**src/rtl/pulse_sync_arb_pkg.sv**
```systemverilog
// Shared types and constants for the pulse synchronizer arbiter.
package pulse_sync_arb_pkg;

  typedef enum logic [1:0] {
    IDLE,
    LAUNCH,
    WAIT_ACK,
    GAP
  } state_t;

  localparam int CNT_W = 8;

  // A single requester still needs a one-bit index.
  function automatic int id_width(input int n);
    return (n <= 2) ? 1 : $clog2(n);
  endfunction

endpackage

```
**src/rtl/pulse_sync_arbiter_if.sv**
```systemverilog
// Requester/synchronizer-facing signal bundle of the pulse synchronizer arbiter.
interface pulse_sync_arbiter_if #(
  parameter int NUM_REQ = 4
);
  import pulse_sync_arb_pkg::*;

  localparam int ID_W = id_width(NUM_REQ);

  logic [NUM_REQ-1:0] req;
  logic               ack_in;
  logic               ovf_clr;
  logic               pulse_out;
  logic [ID_W-1:0]    id_out;
  logic               busy;
  logic [NUM_REQ-1:0] done;
  logic [NUM_REQ-1:0] overflow;
  logic               timeout_err;

  modport master (
    output req, ack_in, ovf_clr,
    input  pulse_out, id_out, busy, done, overflow, timeout_err
  );

  modport slave (
    input  req, ack_in, ovf_clr,
    output pulse_out, id_out, busy, done, overflow, timeout_err
  );

endinterface

```
**src/rtl/pulse_sync_arbiter_rr_arbiter.sv**
```systemverilog
// Combinational round-robin picker: first set bit of req at or after ptr, wrapping.
module rr_arbiter
  import pulse_sync_arb_pkg::*;
#(
  parameter int NUM_REQ = 4,
  localparam int ID_W = id_width(NUM_REQ)
) (
  input  logic [NUM_REQ-1:0] req,
  input  logic [ID_W-1:0]    ptr,
  output logic               grant_valid,
  output logic [ID_W-1:0]    grant_idx
);
  localparam int OFF_W = ID_W + 1;

  logic [2*NUM_REQ-1:0] req_dbl;
  logic [NUM_REQ-1:0]   req_rot;
  logic [OFF_W-1:0]     offset;
  logic [OFF_W-1:0]     sum;

  // Rotating a doubled copy puts the ptr position at bit 0.
  assign req_dbl = {req, req};
  assign req_rot = req_dbl[{1'b0, ptr} +: NUM_REQ];

  always_comb begin
    offset = '0;
    for (int k = NUM_REQ - 1; k >= 0; k--) begin
      if (req_rot[k]) begin
        offset = OFF_W'(k);
      end
    end
    sum = {1'b0, ptr} + offset;
    if (sum >= OFF_W'(NUM_REQ)) begin
      sum = sum - OFF_W'(NUM_REQ);
    end
  end

  assign grant_valid = |req;
  assign grant_idx   = ID_W'(sum);

endmodule

```
**src/rtl/pulse_sync_arbiter.sv**
```systemverilog
// Shares one pulse synchronizer among NUM_REQ event sources: sticky capture,
// round-robin launch of a fixed-width pulse, ack wait with timeout, guard gap.
module pulse_sync_arbiter
  import pulse_sync_arb_pkg::*;
#(
  parameter int NUM_REQ     = 4,
  parameter int PULSE_WIDTH = 1,
  parameter int GAP_CYCLES  = 3,
  parameter int ACK_TIMEOUT = 15
) (
  input  logic                 clk,
  input  logic                 rst_n,
  pulse_sync_arbiter_if.slave  bus
);
  localparam int ID_W = id_width(NUM_REQ);
  localparam logic [CNT_W-1:0] PULSE_LAST = CNT_W'(PULSE_WIDTH - 1);
  localparam logic [CNT_W-1:0] ACK_LAST   = CNT_W'(ACK_TIMEOUT - 1);
  // GAP always occupies at least one cycle, so a zero gap still passes through it.
  localparam logic [CNT_W-1:0] GAP_LAST   = CNT_W'((GAP_CYCLES > 0) ? GAP_CYCLES - 1 : 0);

  state_t             state_reg, state_next;
  logic [CNT_W-1:0]   cnt_reg, cnt_next;
  logic [NUM_REQ-1:0] pending_reg, pending_next;
  logic [ID_W-1:0]    ptr_reg, ptr_next;
  logic [ID_W-1:0]    id_reg, id_next;
  logic               pulse_reg, pulse_next;
  logic               busy_reg, busy_next;
  logic [NUM_REQ-1:0] done_reg, done_next;
  logic [NUM_REQ-1:0] ovf_reg, ovf_next;
  logic               tmo_reg, tmo_next;

  logic [NUM_REQ-1:0] arb_req;
  logic [NUM_REQ-1:0] grant_mask;
  logic [NUM_REQ-1:0] new_ovf;
  logic               grant_valid;
  logic [ID_W-1:0]    grant_idx;
  logic               do_grant;
  logic               timeout_hit;

  assign arb_req = pending_reg | bus.req;

  rr_arbiter #(
    .NUM_REQ(NUM_REQ)
  ) u_rr_arbiter (
    .req        (arb_req),
    .ptr        (ptr_reg),
    .grant_valid(grant_valid),
    .grant_idx  (grant_idx)
  );

  assign do_grant    = (state_reg == IDLE) && grant_valid;
  assign timeout_hit = (state_reg == WAIT_ACK) && !bus.ack_in && (cnt_reg == ACK_LAST);

  // A req landing on the cycle its pending bit is granted is a fresh event.
  genvar gi;
  generate
    for (gi = 0; gi < NUM_REQ; gi++) begin : g_req
      assign grant_mask[gi]   = do_grant && (grant_idx == ID_W'(gi));
      assign pending_next[gi] = grant_mask[gi] ? (pending_reg[gi] & bus.req[gi])
                                               : (pending_reg[gi] | bus.req[gi]);
      assign new_ovf[gi]      = bus.req[gi] & pending_reg[gi] & ~grant_mask[gi];
    end
  endgenerate

  assign ovf_next = (bus.ovf_clr ? '0 : ovf_reg) | new_ovf;
  assign tmo_next = (tmo_reg & ~bus.ovf_clr) | timeout_hit;

  always_comb begin
    state_next = state_reg;
    cnt_next   = cnt_reg;
    ptr_next   = ptr_reg;
    id_next    = id_reg;
    done_next  = '0;
    unique case (state_reg)
      IDLE: begin
        if (grant_valid) begin
          state_next = LAUNCH;
          cnt_next   = '0;
          id_next    = grant_idx;
          ptr_next   = (grant_idx == ID_W'(NUM_REQ - 1)) ? '0 : grant_idx + ID_W'(1);
        end
      end
      LAUNCH: begin
        if (cnt_reg == PULSE_LAST) begin
          state_next = WAIT_ACK;
          cnt_next   = '0;
        end else begin
          cnt_next = cnt_reg + CNT_W'(1);
        end
      end
      WAIT_ACK: begin
        if (bus.ack_in) begin
          state_next = GAP;
          cnt_next   = '0;
          done_next  = NUM_REQ'(1) << id_reg;
        end else if (cnt_reg == ACK_LAST) begin
          state_next = GAP;
          cnt_next   = '0;
        end else begin
          cnt_next = cnt_reg + CNT_W'(1);
        end
      end
      GAP: begin
        if (cnt_reg == GAP_LAST) begin
          state_next = IDLE;
          cnt_next   = '0;
        end else begin
          cnt_next = cnt_reg + CNT_W'(1);
        end
      end
      default: begin
        state_next = IDLE;
        cnt_next   = '0;
      end
    endcase
  end

  assign pulse_next = (state_next == LAUNCH);
  assign busy_next  = (state_next != IDLE);

  always_ff @(posedge clk or negedge rst_n) begin
    if (!rst_n) begin
      state_reg   <= IDLE;
      cnt_reg     <= '0;
      pending_reg <= '0;
      ptr_reg     <= '0;
      id_reg      <= '0;
      pulse_reg   <= 1'b0;
      busy_reg    <= 1'b0;
      done_reg    <= '0;
      ovf_reg     <= '0;
      tmo_reg     <= 1'b0;
    end else begin
      state_reg   <= state_next;
      cnt_reg     <= cnt_next;
      pending_reg <= pending_next;
      ptr_reg     <= ptr_next;
      id_reg      <= id_next;
      pulse_reg   <= pulse_next;
      busy_reg    <= busy_next;
      done_reg    <= done_next;
      ovf_reg     <= ovf_next;
      tmo_reg     <= tmo_next;
    end
  end

  assign bus.pulse_out   = pulse_reg;
  assign bus.id_out      = id_reg;
  assign bus.busy        = busy_reg;
  assign bus.done        = done_reg;
  assign bus.overflow    = ovf_reg;
  assign bus.timeout_err = tmo_reg;

endmodule

```
**src/flat_wrapper.sv**
```systemverilog
// flat-port wrapper written by rule: the top's interface ports become plain ports
module pulse_sync_arbiter_flat import pulse_sync_arb_pkg::*;
#(
  parameter int NUM_REQ     = 4,
  parameter int PULSE_WIDTH = 1,
  parameter int GAP_CYCLES  = 3,
  parameter int ACK_TIMEOUT = 15
)
  (clk, rst_n, bus_req, bus_ack_in, bus_ovf_clr, bus_pulse_out, bus_id_out, bus_busy, bus_done, bus_overflow, bus_timeout_err);
  pulse_sync_arbiter_if #(.NUM_REQ(NUM_REQ)) bus_i ();
  input  logic clk;
  input  logic rst_n;
  input wire logic [$bits(bus_i.req)-1:0] bus_req;
  input wire logic [$bits(bus_i.ack_in)-1:0] bus_ack_in;
  input wire logic [$bits(bus_i.ovf_clr)-1:0] bus_ovf_clr;
  output wire logic [$bits(bus_i.pulse_out)-1:0] bus_pulse_out;
  output wire logic [$bits(bus_i.id_out)-1:0] bus_id_out;
  output wire logic [$bits(bus_i.busy)-1:0] bus_busy;
  output wire logic [$bits(bus_i.done)-1:0] bus_done;
  output wire logic [$bits(bus_i.overflow)-1:0] bus_overflow;
  output wire logic [$bits(bus_i.timeout_err)-1:0] bus_timeout_err;
  assign bus_i.req = bus_req;
  assign bus_i.ack_in = bus_ack_in;
  assign bus_i.ovf_clr = bus_ovf_clr;
  assign bus_pulse_out = bus_i.pulse_out;
  assign bus_id_out = bus_i.id_out;
  assign bus_busy = bus_i.busy;
  assign bus_done = bus_i.done;
  assign bus_overflow = bus_i.overflow;
  assign bus_timeout_err = bus_i.timeout_err;
  pulse_sync_arbiter #(.NUM_REQ(NUM_REQ), .PULSE_WIDTH(PULSE_WIDTH), .GAP_CYCLES(GAP_CYCLES), .ACK_TIMEOUT(ACK_TIMEOUT)) u_core (.clk(clk), .rst_n(rst_n), .bus(bus_i));
endmodule
```
**config.mk**
```make
export PLATFORM = sky130hd
export DESIGN_NAME = pulse_sync_arbiter_flat
export DESIGN_NICKNAME = d
export VERILOG_FILES = /design/src/rtl/pulse_sync_arb_pkg.sv /design/src/rtl/pulse_sync_arbiter_if.sv /design/src/rtl/pulse_sync_arbiter_rr_arbiter.sv /design/src/rtl/pulse_sync_arbiter.sv /design/src/flat_wrapper.sv
export SDC_FILE = /design/constraint.sdc
export NUM_CORES = 1
export LEC_CHECK = 0
export CORE_ASPECT_RATIO = 1.2
export CORE_MARGIN = 1
export CORE_UTILIZATION = 40
export DETAILED_ROUTE_END_ITERATION = 8
export SYNTH_ARGS = -nofsm -noshare
export SYNTH_HDL_FRONTEND = slang
export SYNTH_SLANG_ARGS = --single-unit
```
**constraint.sdc**
```tcl
create_clock -name clk -period 4.9 [get_ports clk]
set_input_delay 0.98 -clock clk [delete_from_list [all_inputs] [get_ports clk]]
set_output_delay 0.98 -clock clk [all_outputs]
set_load 0.005 [all_outputs]
```
# Yosys cells after proc, flatten, opt, wreduce, memory -nomap -nowiden
# Cells that the tools add are included.
dict set report word_totals {
  reg_bits 29
  rom_bits 0
  n_memories 0
  ramBits 0
  out_inout_bits 13
  latchBits 0
}
dict set report op_classes {
  n_lt_le_gt_ge 1
  addsub 4
  reduce_logical 14
  div 0
  n_bitwise 21
  mul 0
  muxes 25
  eq_ne 10
  n_shift 2
}
# operator n
set op_table {}
lappend op_table {{two-way mux 8 bit} 5}
lappend op_table {{one-hot mux 8 bit (4 select lines)} 1}
lappend op_table {{two-way mux 2 bit} 8}
lappend op_table {{two-way mux 4 bit} 3}
lappend op_table {{bitwise AND 1 bit} 9}
lappend op_table {{two-way mux 3 bit} 3}
lappend op_table {{adder 8 x 1 -> 8 bit, second input constant} 1}
lappend op_table {{== test 2 bit, second input constant} 4}
lappend op_table {{== test 8 x 2 -> 1 bit, second input constant} 1}
lappend op_table {{== test 8 x 4 -> 1 bit, second input constant} 1}
lappend op_table {{logical NOT 8 bit} 1}
lappend op_table {{bitwise OR 4 bit} 2}
lappend op_table {{one-hot mux 2 bit (4 select lines)} 1}
lappend op_table {{variable part select 8 x 3 -> 4 bit} 1}
lappend op_table {{logical AND 1 bit} 7}
lappend op_table {{== test 2 x 1 -> 1 bit, second input constant} 3}
lappend op_table {{inverter 1 bit} 5}
lappend op_table {{bitwise OR 1 bit} 5}
lappend op_table {{logical NOT 2 bit} 2}
lappend op_table {{two-way mux 1 bit} 4}
lappend op_table {{OR reduction 4 bit} 1}
lappend op_table {{left shift 1 x 2 -> 4 bit, first input constant} 1}
lappend op_table {{adder 2 x 3 -> 3 bit} 1}
lappend op_table {{>= comparator 3 bit, second input constant} 1}
lappend op_table {{other kinds (6)} 6}

# Depth between registers and ports, before layout
# Gate-level depths: netlist of the first run.
dict set report logic_depth {
  depth_word 14
  depth_mapped 13
  depth_no_buf 13
}

# Hierarchy
# A second synthesis of the first run with hierarchy kept.
dict set report unflattened {
  cells_unflattened 166
  area_unflattened_um2 1639.1
}
# module seq_area_each_um2 cells_each area_each_um2 n_inst
set by_module_without_submodules {}
lappend by_module_without_submodules {pulse_sync_arbiter 725.7 139 1460.2 1}
lappend by_module_without_submodules {rr_arbiter 0.0 27 178.9 1}

# Worst setup path before layout of the first run
# Ideal clock, no wire load.
dict set report synth_path {
  path_kind {in2reg}
  startpoint {input port bus_req[2]}
  endpoint {register u_core.pending_reg[3]}
  path_buffers 0
  setup_ns 0.131
  setup_slack_ns 1.962
  arrival_ns 2.807
  stages 12
  required_ns 4.769
  path_cell_list {nor2_1 -> nand2_1 -> or3_1 -> o2111ai_1 -> ha_1 -> inv_1 -> a21o_1 -> and2_4 -> inv_2 -> ha_1 -> nand2_1 -> maj3_1}
}
dict set report synth_between {
  elab_chain_len 12
  word_cells_on_any_way 15
}
# element line_no
set synth_rtl {}
lappend synth_rtl {{from (decl)} flat_wrapper.sv:13} ;# input wire logic [$bits(bus_i.req)-1:0] bus_req;
lappend synth_rtl {{bitwise OR 4 bit (*)} pulse_sync_arbiter.sv:40} ;# assign arb_req = pending_reg | bus.req;
lappend synth_rtl {{variable part select 8 x 3 -> 4 bit} pulse_sync_arbiter_rr_arbiter.sv:22} ;# assign req_rot = req_dbl[{1'b0, ptr} +: NUM_REQ];
lappend synth_rtl {{two-way mux 2 bit} pulse_sync_arbiter_rr_arbiter.sv:27} ;# if (req_rot[k]) begin
lappend synth_rtl {{two-way mux 3 bit (3 in series)} pulse_sync_arbiter_rr_arbiter.sv:27}
lappend synth_rtl {{adder 2 x 3 -> 3 bit} pulse_sync_arbiter_rr_arbiter.sv:31} ;# sum = {1'b0, ptr} + offset;
lappend synth_rtl {{>= comparator 3 bit or subtractor 2 x 1 -> 2 bit (tied branches)} {pulse_sync_arbiter_rr_arbiter.sv:32, pulse_sync_arbiter_rr_arbiter.sv:33}}
lappend synth_rtl {{two-way mux 2 bit} pulse_sync_arbiter_rr_arbiter.sv:32} ;# if (sum >= OFF_W'(NUM_REQ)) begin
lappend synth_rtl {{== test 2 bit} pulse_sync_arbiter.sv:58} ;# assign grant_mask[gi] = do_grant && (grant_idx == ID_W'(gi));
lappend synth_rtl {{logical AND 1 bit (*)} pulse_sync_arbiter.sv:58}
lappend synth_rtl {{two-way mux 1 bit (*)} pulse_sync_arbiter.sv:59} ;# assign pending_next[gi] = grant_mask[gi] ? (pending_reg[gi] & bus.req[gi])
lappend synth_rtl {{via u_core.pending_next[3]} pulse_sync_arbiter.sv:23} ;# logic [NUM_REQ-1:0] pending_reg, pending_next;
lappend synth_rtl {{to (signal assigned)} pulse_sync_arbiter.sv:136} ;# pending_reg <= pending_next;
lappend synth_rtl {{to (decl)} pulse_sync_arbiter.sv:23}
# The timed path passes the listed nets; every way through them passes the cells marked *.
# A chain may end at the register's enable or synchronous reset.

# Worst setup path in the final report of the first run
# Ends and elaborated chain as after synthesis.

==> flow_metrics.env, run 1 <==
export IMPL_outcome="complete, no violations"
export IMPL_num_antenna_cells=0
export IMPL_clk_latency_ns=0.28
export IMPL_htreeDepth=2
export IMPL_die_y_um=69.8
export IMPL_hold_class="reg -> reg"
export IMPL_r2r_cells=12
export IMPL_cellPowerDensity_nw_per_um2=493
export IMPL_synth_mux_area_share_pct=2.21
export IMPL_drtPass1Iterations=4
export IMPL_fillerInstances=347
export IMPL_cap_violations=0
export IMPL_io_pins=21
export IMPL_largest_reg_flops=8
export IMPL_setup_viol=0
export IMPL_clock_skew_ns=0.00574
export IMPL_design_die_area_um2=4080
export IMPL_pre_cts_slack_ns=1.21
export IMPL_grt_usage_pct=17.9
export IMPL_place_gp_congestion=0.813
export IMPL_wl_um=3210
export IMPL_cts_tree="done"
export IMPL_initialDrtViolationCount=61
export IMPL_min_period_ns=3.41
export IMPL_synth_compound_area_share_pct=18.4
export IMPL_numClockSinks=29
export IMPL_vias_per_cell=5.42
export IMPL_final_util_pct=51.7
export IMPL_io_buffers=20
export IMPL_cts_repair_resized=0
export IMPL_cp_max_fo=5
export IMPL_crit_type="in -> reg"
export IMPL_final_setup_tns_ns=0
export IMPL_ys_ff_latch=29
export IMPL_hold_buffers=0
export IMPL_whs_endpoint="u_core.bus.done[0]"
export IMPL_ctsRootBufferMaster="clkbuf_8"
export IMPL_wl_per_cell_um=13.4
export IMPL_synth_avg_cell_area_um2=9.45
export IMPL_synth_xor_xnor_area_share_pct=0.572
export IMPL_num_vias=1296
export IMPL_synth_top_family_by_area="simple AND/OR/NAND/NOR gates"
export IMPL_synth_simple_gate_area_share_pct=21.9
export IMPL_area_growth_pct=22.6
export IMPL_dp_final_hpwl_um=2400
export IMPL_p_leak_nw=0.769
export IMPL_drive_above_1_share_pct=10.7
export IMPL_rrSetupSlack_ns=2.28
export IMPL_synthFlopType="dfrtp_1"
export IMPL_die_x_um=58.5
export IMPL_yosysWarnings=0
export IMPL_yosysSeqAreaShare_pct=47.4
export IMPL_r2r_end="u_core.pending_reg[3]"
export IMPL_hold_start="u_core.bus.id_out[0]"
export IMPL_grt_pass1_wl_um=5410
export IMPL_synth_edf_count=0
export IMPL_cts_buffers=5
export IMPL_core_um2=3630
export IMPL_rows=24
export IMPL_antenna_found_initial=0
export IMPL_async_flop_share_pct=100
export IMPL_max_freq_ghz=0.293
export IMPL_crit_required_ns=5.06
export IMPL_cts_reportedPaths_clkPinSlew_ns=0.07
export IMPL_power_uw=926
export IMPL_grt_remaining_overflow=0
export IMPL_cts_buffer_depth=2
export IMPL_rsz0062_at_grt="false"
export IMPL_finalCritPeriodShare_pct=69.6
export IMPL_slew_viol_final=0
export IMPL_syn_nets=175
export IMPL_endpoint_kind="flop"
export IMPL_initial_core_util_pct=42.1
export IMPL_grt_pass1_vias=1203
export IMPL_synth_cell_area_um2=1530
export IMPL_hold_depth=1
export IMPL_synth_adder_area_share_pct=5.48
export IMPL_final_hold_viol_count=0
export IMPL_synthCells=162
export IMPL_crit_arrival_ns=3.57
export IMPL_ir_worst_vdd_v=0.000230
export IMPL_grt_max_degree=30
export IMPL_synth_distinct_cells=45
export IMPL_fin_nets=199
export IMPL_slew_headroom_pct=63.7
export IMPL_fin_ws_ns=1.49
export IMPL_drc_errors=0
export IMPL_tightest_slew_ns=0.544
export IMPL_critPathLaunchType="primary input"
export IMPL_worstReg2RegStart="u_core.pending_reg[2]"
export IMPL_post_cts_setup_buffers=0
export IMPL_ant_nets=0
-- worst max-delay path, cell delays in order --
cell and delay [ns]:
clkdlybuf4s50_1 0.47, nor2_1 0.33, nand2_1 0.12, or3_1 0.35, o2111ai_1 0.08, ha_1 0.17, inv_1 0.06, a21o_1 0.17
and2_4 0.16, inv_2 0.06, ha_1 0.16, nand2_1 0.09, maj3_1 0.36
-- cells in the mapped netlist, drive strengths merged, types with 2 or more instances --
cell / count / area, µm²
nand2b: 5 / 31.3
ha: 5 / 62.6
dfrtp: 29 / 726
nor2: 18 / 67.6
inv: 9 / 33.8
and3: 5 / 31.3
a32o: 2 / 20.0
nor4: 2 / 18.8
mux2: 3 / 33.8
nand3: 8 / 45.0
nand2: 10 / 37.5
o21ai: 14 / 70.1
a21oi: 13 / 65.1
buf: 2 / 18.8
clkbuf: 2 / 8.75
nor3: 8 / 40.0
a21o: 2 / 15.0
maj3: 2 / 21.3
a31oi: 3 / 18.8
or4: 2 / 15.0
-- worst max path at each step --
stage | startpoint | endpoint | slack (ns) | depth (start not counted)
floorplan | bus_req[2] | u_core.pending_reg[3] | 1.96 | 12
global route | bus_req[2] | u_core.pending_reg[3] | 1.36 | 13
CTS | bus_req[2] | u_core.pending_reg[3] | 1.50 | 13
detailed placement | bus_req[2] | u_core.pending_reg[3] | 1.21 | 13
global placement | bus_req[2] | u_core.pending_reg[3] | 1.19 | 13
finish | bus_req[2] | u_core.pending_reg[3] | 1.49 | 13
-- stage by stage --
stage | cells | cell area, µm² | hold slack (ns)
3_3_place_gp | 231 | 1780 | 0.478
2_1_floorplan | 162 | 1530 | 0.466
6_report | 239 | 1880 | 0.495
5_1_grt | 239 | 1880 | 0.522
4_1_cts | 239 | 1880 | 0.492
3_5_place_dp | 231 | 1780 | 0.486
-- layout make-up --
| class | count | area, µm² | share of cell area (%) |
|---|---|---|---|
| Timing Repair Buffer | 21 | 208 | 11.1 |
| Clock inverter | 1 | 5.00 | 0.267 |
| Tap cell | 52 | 65.1 | 3.47 |
| Clock buffer | 7 | 96.3 | 5.13 |
| Inverter | 9 | 33.8 | 1.80 |
| Sequential cell | 29 | 726 | 38.7 |
| Multi-Input combinational cell | 120 | 743 | 39.6 |
-- metal layers --
layer	vias up	track usage (%)	share of wire, %
met4	0	7.41	1.4
met1	637	20.3	41
met5	-	0	0
met2	22	29.6	53
li1	632	-	-
met3	5	6.72	4.0
-- where the power goes --
part	leakage [nW]	internal (mW)	total [mW]	switching [mW]
clock network	0.0542	0.127	0.217	0.0905
registers	0.347	0.298	0.365	0.0673
logic	0.368	0.171	0.343	0.172
-- logic make-up after synthesis --
group	after synthesis
compound gates	44
xor+xnor	1
simple gates	65
buf+inv	13
mux	3
flops	29
fa+ha+maj	7
-- cell usage in the layout (no fill, tap or decap), types with 5 or more instances in the layout --
| master | Yosys | final |
|---|---|---|
| clkbuf_8 | 0 | 7 |
| nand2b_1 | 5 | 5 |
| and3_1 | 5 | 5 |
| dfrtp_1 | 29 | 29 |
| nand3_1 | 7 | 7 |
| a21oi_1 | 13 | 13 |
| nand2_1 | 10 | 10 |
| o21ai_1 | 5 | 5 |
| inv_1 | 8 | 8 |
| nor2_1 | 18 | 18 |
| clkdlybuf4s50_1 | 0 | 20 |
| nor3_1 | 8 | 8 |
| o21ai_0 | 9 | 9 |
| ha_1 | 5 | 5 |
Note: power is estimated with default switching activity, not from simulation.
==> run 2: changes to the inputs <==
==> constraint.sdc (replaced) <==
create_clock -name clk -period 2.9 [get_ports clk]
set_input_delay 0.58 -clock clk [delete_from_list [all_inputs] [get_ports clk]]
set_output_delay 0.58 -clock clk [all_outputs]
set_load 0.005 [all_outputs]
==> flow_metrics.env, run 2 (synthesis results as in run 1) <==
export IMPL_p_switching_uw=605
export IMPL_wl_per_cell_um=14.0
export IMPL_p_seq_share_pct=36.0
export IMPL_min_period_ns=2.74
export IMPL_clk_latency_ns=0.28
export IMPL_rrSetupSlack_ns=0.45
export IMPL_design_die_area_um2=4080
export IMPL_crit_type="in -> reg"
export IMPL_setup_viol=0
export IMPL_num_antenna_cells=0
export IMPL_cap_violations=0
export IMPL_grt_pass1_vias=1426
export IMPL_io_pins=21
export IMPL_fin_area_um2=2060
export IMPL_largest_reg_flops=8
export IMPL_slew_headroom_pct=64.9
export IMPL_drtPass1Iterations=4
export IMPL_antenna_found_initial=0
export IMPL_initial_core_util_pct=42.1
export IMPL_ant_nets=0
export IMPL_grt_max_degree=30
export IMPL_hold_class="reg -> reg"
export IMPL_fillerInstances=330
export IMPL_cellPowerDensity_nw_per_um2=842
export IMPL_vias_per_cell=5.34
export IMPL_r2r_end="u_core.pending_reg[3]"
export IMPL_max_freq_ghz=0.366
export IMPL_initialDrtViolationCount=47
export IMPL_crit_end="u_core.pending_reg[3]"
export IMPL_swShare_pct=34.9
export IMPL_mostFrequentLayoutCells="29 x dfrtp_1, 17 x clkdlybuf4s50_1, 17 x buf_4, 15 x nor2_1, 13 x a21oi_1"
export IMPL_ir_worst_vdd_v=0.000412
export IMPL_dp_final_hpwl_um=2650
export IMPL_critPathLaunchType="primary input"
export IMPL_io_buffers=20
export IMPL_die_y_um=69.8
export IMPL_r2r_cells=12
export IMPL_slowest_stage="clkdlybuf4s50_1"
export IMPL_outcome="complete, no violations"
export IMPL_finalCritPeriodShare_pct=94.3
export IMPL_cts_buffers=5
export IMPL_internal_power_mw=1.13
export IMPL_die_x_um=58.5
export IMPL_slew_viol_final=0
export IMPL_post_cts_setup_buffers=0
export IMPL_final_hold_viol_count=0
export IMPL_ctsRootBufferMaster="clkbuf_8"
export IMPL_num_vias=1361
export IMPL_drc_errors=0
export IMPL_place_gp_congestion=0.896
export IMPL_final_setup_tns_ns=0
export IMPL_crit_top_cell="ha_1"
export IMPL_crit_arrival_ns=2.89
export IMPL_grt_usage_pct=20.5
export IMPL_place_area_um2=1900
export IMPL_layout_commonest_cell="dfrtp_1"
export IMPL_area_growth_pct=34.6
export IMPL_p_leak_nw=0.891
export IMPL_rows=24
export IMPL_clock_skew_ns=0.00665
export IMPL_slowest_delay_ns=0.52
export IMPL_grt_pass1_wl_um=6260
export IMPL_core_um2=3630
export IMPL_tightest_slew_ns=0.522
export IMPL_worstReg2RegStart="u_core.pending_reg[0]"
export IMPL_cts_tree="done"
export IMPL_htreeDepth=2
export IMPL_cts_reportedPaths_clkPinSlew_ns=0.07
export IMPL_grt_remaining_overflow=0
export IMPL_fin_nets=215
export IMPL_numClockSinks=29
export IMPL_drive_above_1_share_pct=21.2
export IMPL_cp_max_fo=4
export IMPL_power_frac_comb_pct=40.0
export IMPL_cts_buffer_depth=2
export IMPL_power_mw=1.73
export IMPL_wl_um=3560
export IMPL_power_frac_clock_pct=24.0
export IMPL_crit_required_ns=3.06
export IMPL_endpoint_kind="flop"
export IMPL_critPathLaunch="bus_req[1]"
export IMPL_worstPathCellList="clkdlybuf4s50_1 > nor4_4 > or3_1 > o2111ai_1 > ha_1 > inv_1 > nand3_2 > and2_4 > inv_2 > ha_1 > nand2_1 > maj3_1"
## run 2: timing repair
action,in CTS,in global routing
hold endpoints to repair,0,0
gates resized for setup,0,12
hold buffers,0,0
endpoints found under the setup margin,0,3
## run 2: worst min-delay path by stage
| stage | slack [ns] | cells past startpoint | to | start |
|---|---|---|---|---|
| after floorplan | 0.28 | 0 | u_core.bus.busy | rst_n |
| after global placement | 0.47 | 1 | u_core.bus.done[2] | u_core.bus.id_out[0] |
| after detailed placement | 0.49 | 1 | u_core.bus.overflow[3] | u_core.bus.overflow[3] |
| after CTS | 0.50 | 1 | u_core.bus.done[2] | u_core.bus.id_out[0] |
| after global routing | 0.51 | 1 | u_core.bus.overflow[3] | u_core.bus.overflow[3] |
| final | 0.49 | 1 | u_core.bus.done[2] | u_core.bus.id_out[0] |
## run 2: layer usage
metal,global-route usage (%),vias to the layer above,wire [µm]
li1,-,662,-
met1,22.2,670,1450
met2,36.0,21,1930
met3,4.48,8,96
met4,11.1,0,83
met5,0,-,0
## run 2: cell type report
type	instances	area, µm²	share of cell area [%]
multi-input cells	120	785	38.1
flip-flops and latches	29	726	35.2
repair buffers	37	335	16.3
clock buffers	5	68.8	3.34
well taps	52	65.1	3.16
clock inverters	3	46.3	2.25
inverters	9	33.8	1.64
## run 2: metrics by stage
step	setup WS, ns	utilization [%]	hold WS, ns	instances
finish	0.164	56.7	0.487	255
global route	-0.0157	56.7	0.507	255
CTS	0.0272	55.3	0.499	255
detailed placement	-0.264	52.2	0.487	247
global placement	-0.146	52.2	0.470	247
floorplan	0.362	-	0.284	162
## run 2: critical path, delay by kind of cell
kind                       cells  cell delay (ns)
AOI/OAI and AO/OA              1             0.10
buffers and inverters          3             0.65
and+or+nand+nor                5             0.85
adders and majority gates      3             0.72
## run 2: power groups by stage
| stage | clock, mW | sequential [mW] | combinational [mW] |
|---|---|---|---|
| finish | 0.416 | 0.624 | 0.693 |
| global route | 0.444 | 0.647 | 0.775 |
| CTS | 0.425 | 0.618 | 0.694 |
| detailed placement | 0 | 0.625 | 0.691 |
| floorplan | 0 | 0.584 | 0.442 |
| global placement | 0 | 0.616 | 0.661 |
==> run 3: changes to the inputs <==
--- a/config.mk
+++ b/config.mk
@@ -11,4 +11,5 @@
 export DETAILED_ROUTE_END_ITERATION = 8
 export SYNTH_ARGS = -nofsm -noshare
 export SYNTH_HDL_FRONTEND = slang
+export SYNTH_HIERARCHICAL = 1
 export SYNTH_SLANG_ARGS = --single-unit
==> flow_metrics.env, run 3 <==
export IMPL_synth_distinct_cells=44
export IMPL_final_hold_viol_count=0
export IMPL_r2r_end="u_core/pending_reg[2]"
export IMPL_io_buffers=20
export IMPL_critPathLaunchType="primary input"
export IMPL_slew_viol_final=0
export IMPL_slew_headroom_pct=57.9
export IMPL_power_mw=1.56
export IMPL_synthFlopType="dfrtp_1"
export IMPL_synth_avg_cell_area_um2=9.87
export IMPL_syn_nets=182
export IMPL_ys_ff_latch=29
export IMPL_grt_usage_pct=17.9
export IMPL_rows=25
export IMPL_clock_skew_ns=0.00867
export IMPL_drc_errors=0
export IMPL_cts_buffers=5
export IMPL_fin_nets=219
export IMPL_crit_arrival_ns=2.97
export IMPL_cap_violations=0
export IMPL_r2r_cells=11
export IMPL_hold_class="reg -> reg"
export IMPL_min_period_ns=2.82
export IMPL_grt_remaining_overflow=0
export IMPL_final_seq_area_um2=726
export IMPL_cts_tree="done"
export IMPL_synthCells=166
export IMPL_wl_um=3550
export IMPL_p_leak_nw=0.843
export IMPL_setup_viol=0
export IMPL_max_freq_ghz=0.355
export IMPL_hold_depth=1
export IMPL_die_y_um=72.1
export IMPL_cts_buffer_depth=2
export IMPL_drive_above_1_share_pct=23.0
export IMPL_ctsRootBufferMaster="clkbuf_8"
export IMPL_worstReg2RegStart="u_core/pending_reg[0]"
export IMPL_antenna_found_initial=0
export IMPL_finalCritPeriodShare_pct=97.1
export IMPL_holdWs_ns=0.480
export IMPL_synth_cell_area_um2=1640
export IMPL_rrSetupSlack_ns=0.40
export IMPL_design_die_area_um2=4360
export IMPL_num_antenna_cells=0
export IMPL_hold_buffers=0
export IMPL_wl_per_cell_um=13.8
export IMPL_fin_area_um2=2140
export IMPL_grt_pass1_vias=1305
export IMPL_cp_max_fo=5
export IMPL_grt_max_degree=30
export IMPL_yosysWarnings=6
export IMPL_place_gp_congestion=0.841
export IMPL_cellPowerDensity_nw_per_um2=729
export IMPL_synthTopCellsByCount="29 x dfrtp_1, 16 x nand2_1, 14 x nor2_1"
export IMPL_core_um2=3940
export IMPL_endpoint_kind="flop"
export IMPL_initialDrtViolationCount=55
export IMPL_initial_core_util_pct=41.6
export IMPL_cts_reportedPaths_clkPinSlew_ns=0.06
export IMPL_fillerInstances=368
export IMPL_ir_worst_vdd_v=0.000341
export IMPL_ys_top_cells_by_area="dfrtp_1 44%, ha_1 6.1%, nand2_1 3.7%, nor2_1 3.2%, o21ai_0 3.1%"
export IMPL_final_setup_tns_ns=0
export IMPL_dp_final_hpwl_um=2560
export IMPL_multi_input_area_um2=892
export IMPL_io_pins=21
export IMPL_htreeDepth=2
export IMPL_clk_latency_ns=0.28
export IMPL_tightest_slew_ns=0.626
export IMPL_yosysTopAreaCell="dfrtp_1"
export IMPL_numClockSinks=29
export IMPL_hold_start="u_core/bus.overflow[3]"
export IMPL_synth_most_common_cell="dfrtp_1"
export IMPL_place_area_um2=1970
export IMPL_crit_type="in -> reg"
export IMPL_ant_nets=0
export IMPL_grt_pass1_wl_um=5760
export IMPL_mostFrequentLayoutCells="29 x dfrtp_1, 20 x clkdlybuf4s50_1, 16 x nand2_1, 16 x buf_4, 12 x inv_1"
export IMPL_area_growth_pct=30.4
export IMPL_whs_endpoint="u_core/bus.overflow[3]"
export IMPL_layout_commonest_cell="dfrtp_1"
export IMPL_async_flop_share_pct=100
export IMPL_crit_required_ns=3.05
export IMPL_outcome="complete, no violations"
export IMPL_yosysSeqAreaShare_pct=44.3
export IMPL_synth_top_cell_area_share_pct=44.3
export IMPL_die_x_um=60.4
export IMPL_drtPass1Iterations=4
export IMPL_vias_per_cell=5.28
export IMPL_largest_reg_flops=8
export IMPL_synth_edf_count=0
export IMPL_num_vias=1361
-- run 3: cell count changes in the layout (fill, tap and decap cells not counted), moves of 3 or more --
cell / delta
dlymetal6s2s_1: -3
and3_1: -5
nor4_1: +4
nand2b_1: -3
nand3_1: -4
inv_1: +4
nand2_1: +6
clkdlybuf4s50_1: +3
a21oi_1: -9
nor2_1: -4
-- run 3: layer usage --
layer	part of all wire (%)	vias up	GRT usage, %
li1	-	665	-
met1	40	658	20.4
met2	55	31	30.8
met3	4.1	7	4.99
met4	1.6	0	7.32
met5	0	-	0
-- run 3: stage by stage --
step / setup WS, ns / std cells / util (%)
after floorplan: 0.232 / 166 / -
after global placement: -0.238 / 249 / 50.1
after detailed placement: -0.335 / 249 / 50.1
after CTS: 0.0203 / 258 / 52.5
after global routing: -0.0149 / 258 / 54.2
final: 0.0845 / 258 / 54.2
-- run 3: cell families (layout without fill, tap and decap cells) --
logic type	count (synthesis)	in the layout	synth area share (%)
fa+ha+maj	11	11	7.94
flops	29	29	44.3
compound gates	36	36	17.9
simple gates	64	64	20.0
xor+xnor	3	3	1.60
mux	4	4	2.60
buf+inv	19	57	5.73
-- run 3: final cells by class --
class                           instances  area share [%]
Tap cell                               54            3.16
Clock inverter                          2           0.468
Clock buffer                            6            3.40
Sequential cell                        29            34.0
Multi-Input combinational cell        118            41.7
Inverter                               13            2.28
Timing Repair Buffer                   36            15.0
-- run 3: power breakdown --
part	leakage [nW]	internal [mW]	switching, mW
Combinational	0.450	0.311	0.300
Sequential	0.347	0.493	0.134
Clock	0.0450	0.166	0.153
-- run 3: worst max-delay path by stage --
stage / startpoint / to / slack, ns
finish: bus_req[0] / u_core/pending_reg[2] / 0.08
floorplan: bus_req[0] / u_core/ptr_reg[1] / 0.23
global placement: bus_req[0] / u_core/ptr_reg[1] / -0.24
global route: bus_req[3] / u_core/pending_reg[2] / -0.01
CTS: bus_req[2] / u_core/ptr_reg[0] / 0.02
detailed placement: bus_req[0] / u_core/pending_reg[2] / -0.33
-- run 3: worst max-delay path: stages --
cell and delay (ns):
clkdlybuf4s50_1 0.43, or2_4 0.28, nor2_4 0.13, nor3_1 0.06
a21oi_1 0.14, o211ai_1 0.11, ha_2 0.20, xor2_2 0.16
xnor2_2 0.25, ha_2 0.22, nand2_1 0.07, maj3_1 0.35
-- run 3: repair_timing --
| item | 4_1_cts | 5_1_grt |
|---|---|---|
| pin swaps | 1 | 5 |
| setup buffers | 1 | 0 |
| setup endpoints to repair | 4 | 9 |
| resized for setup | 2 | 16 |
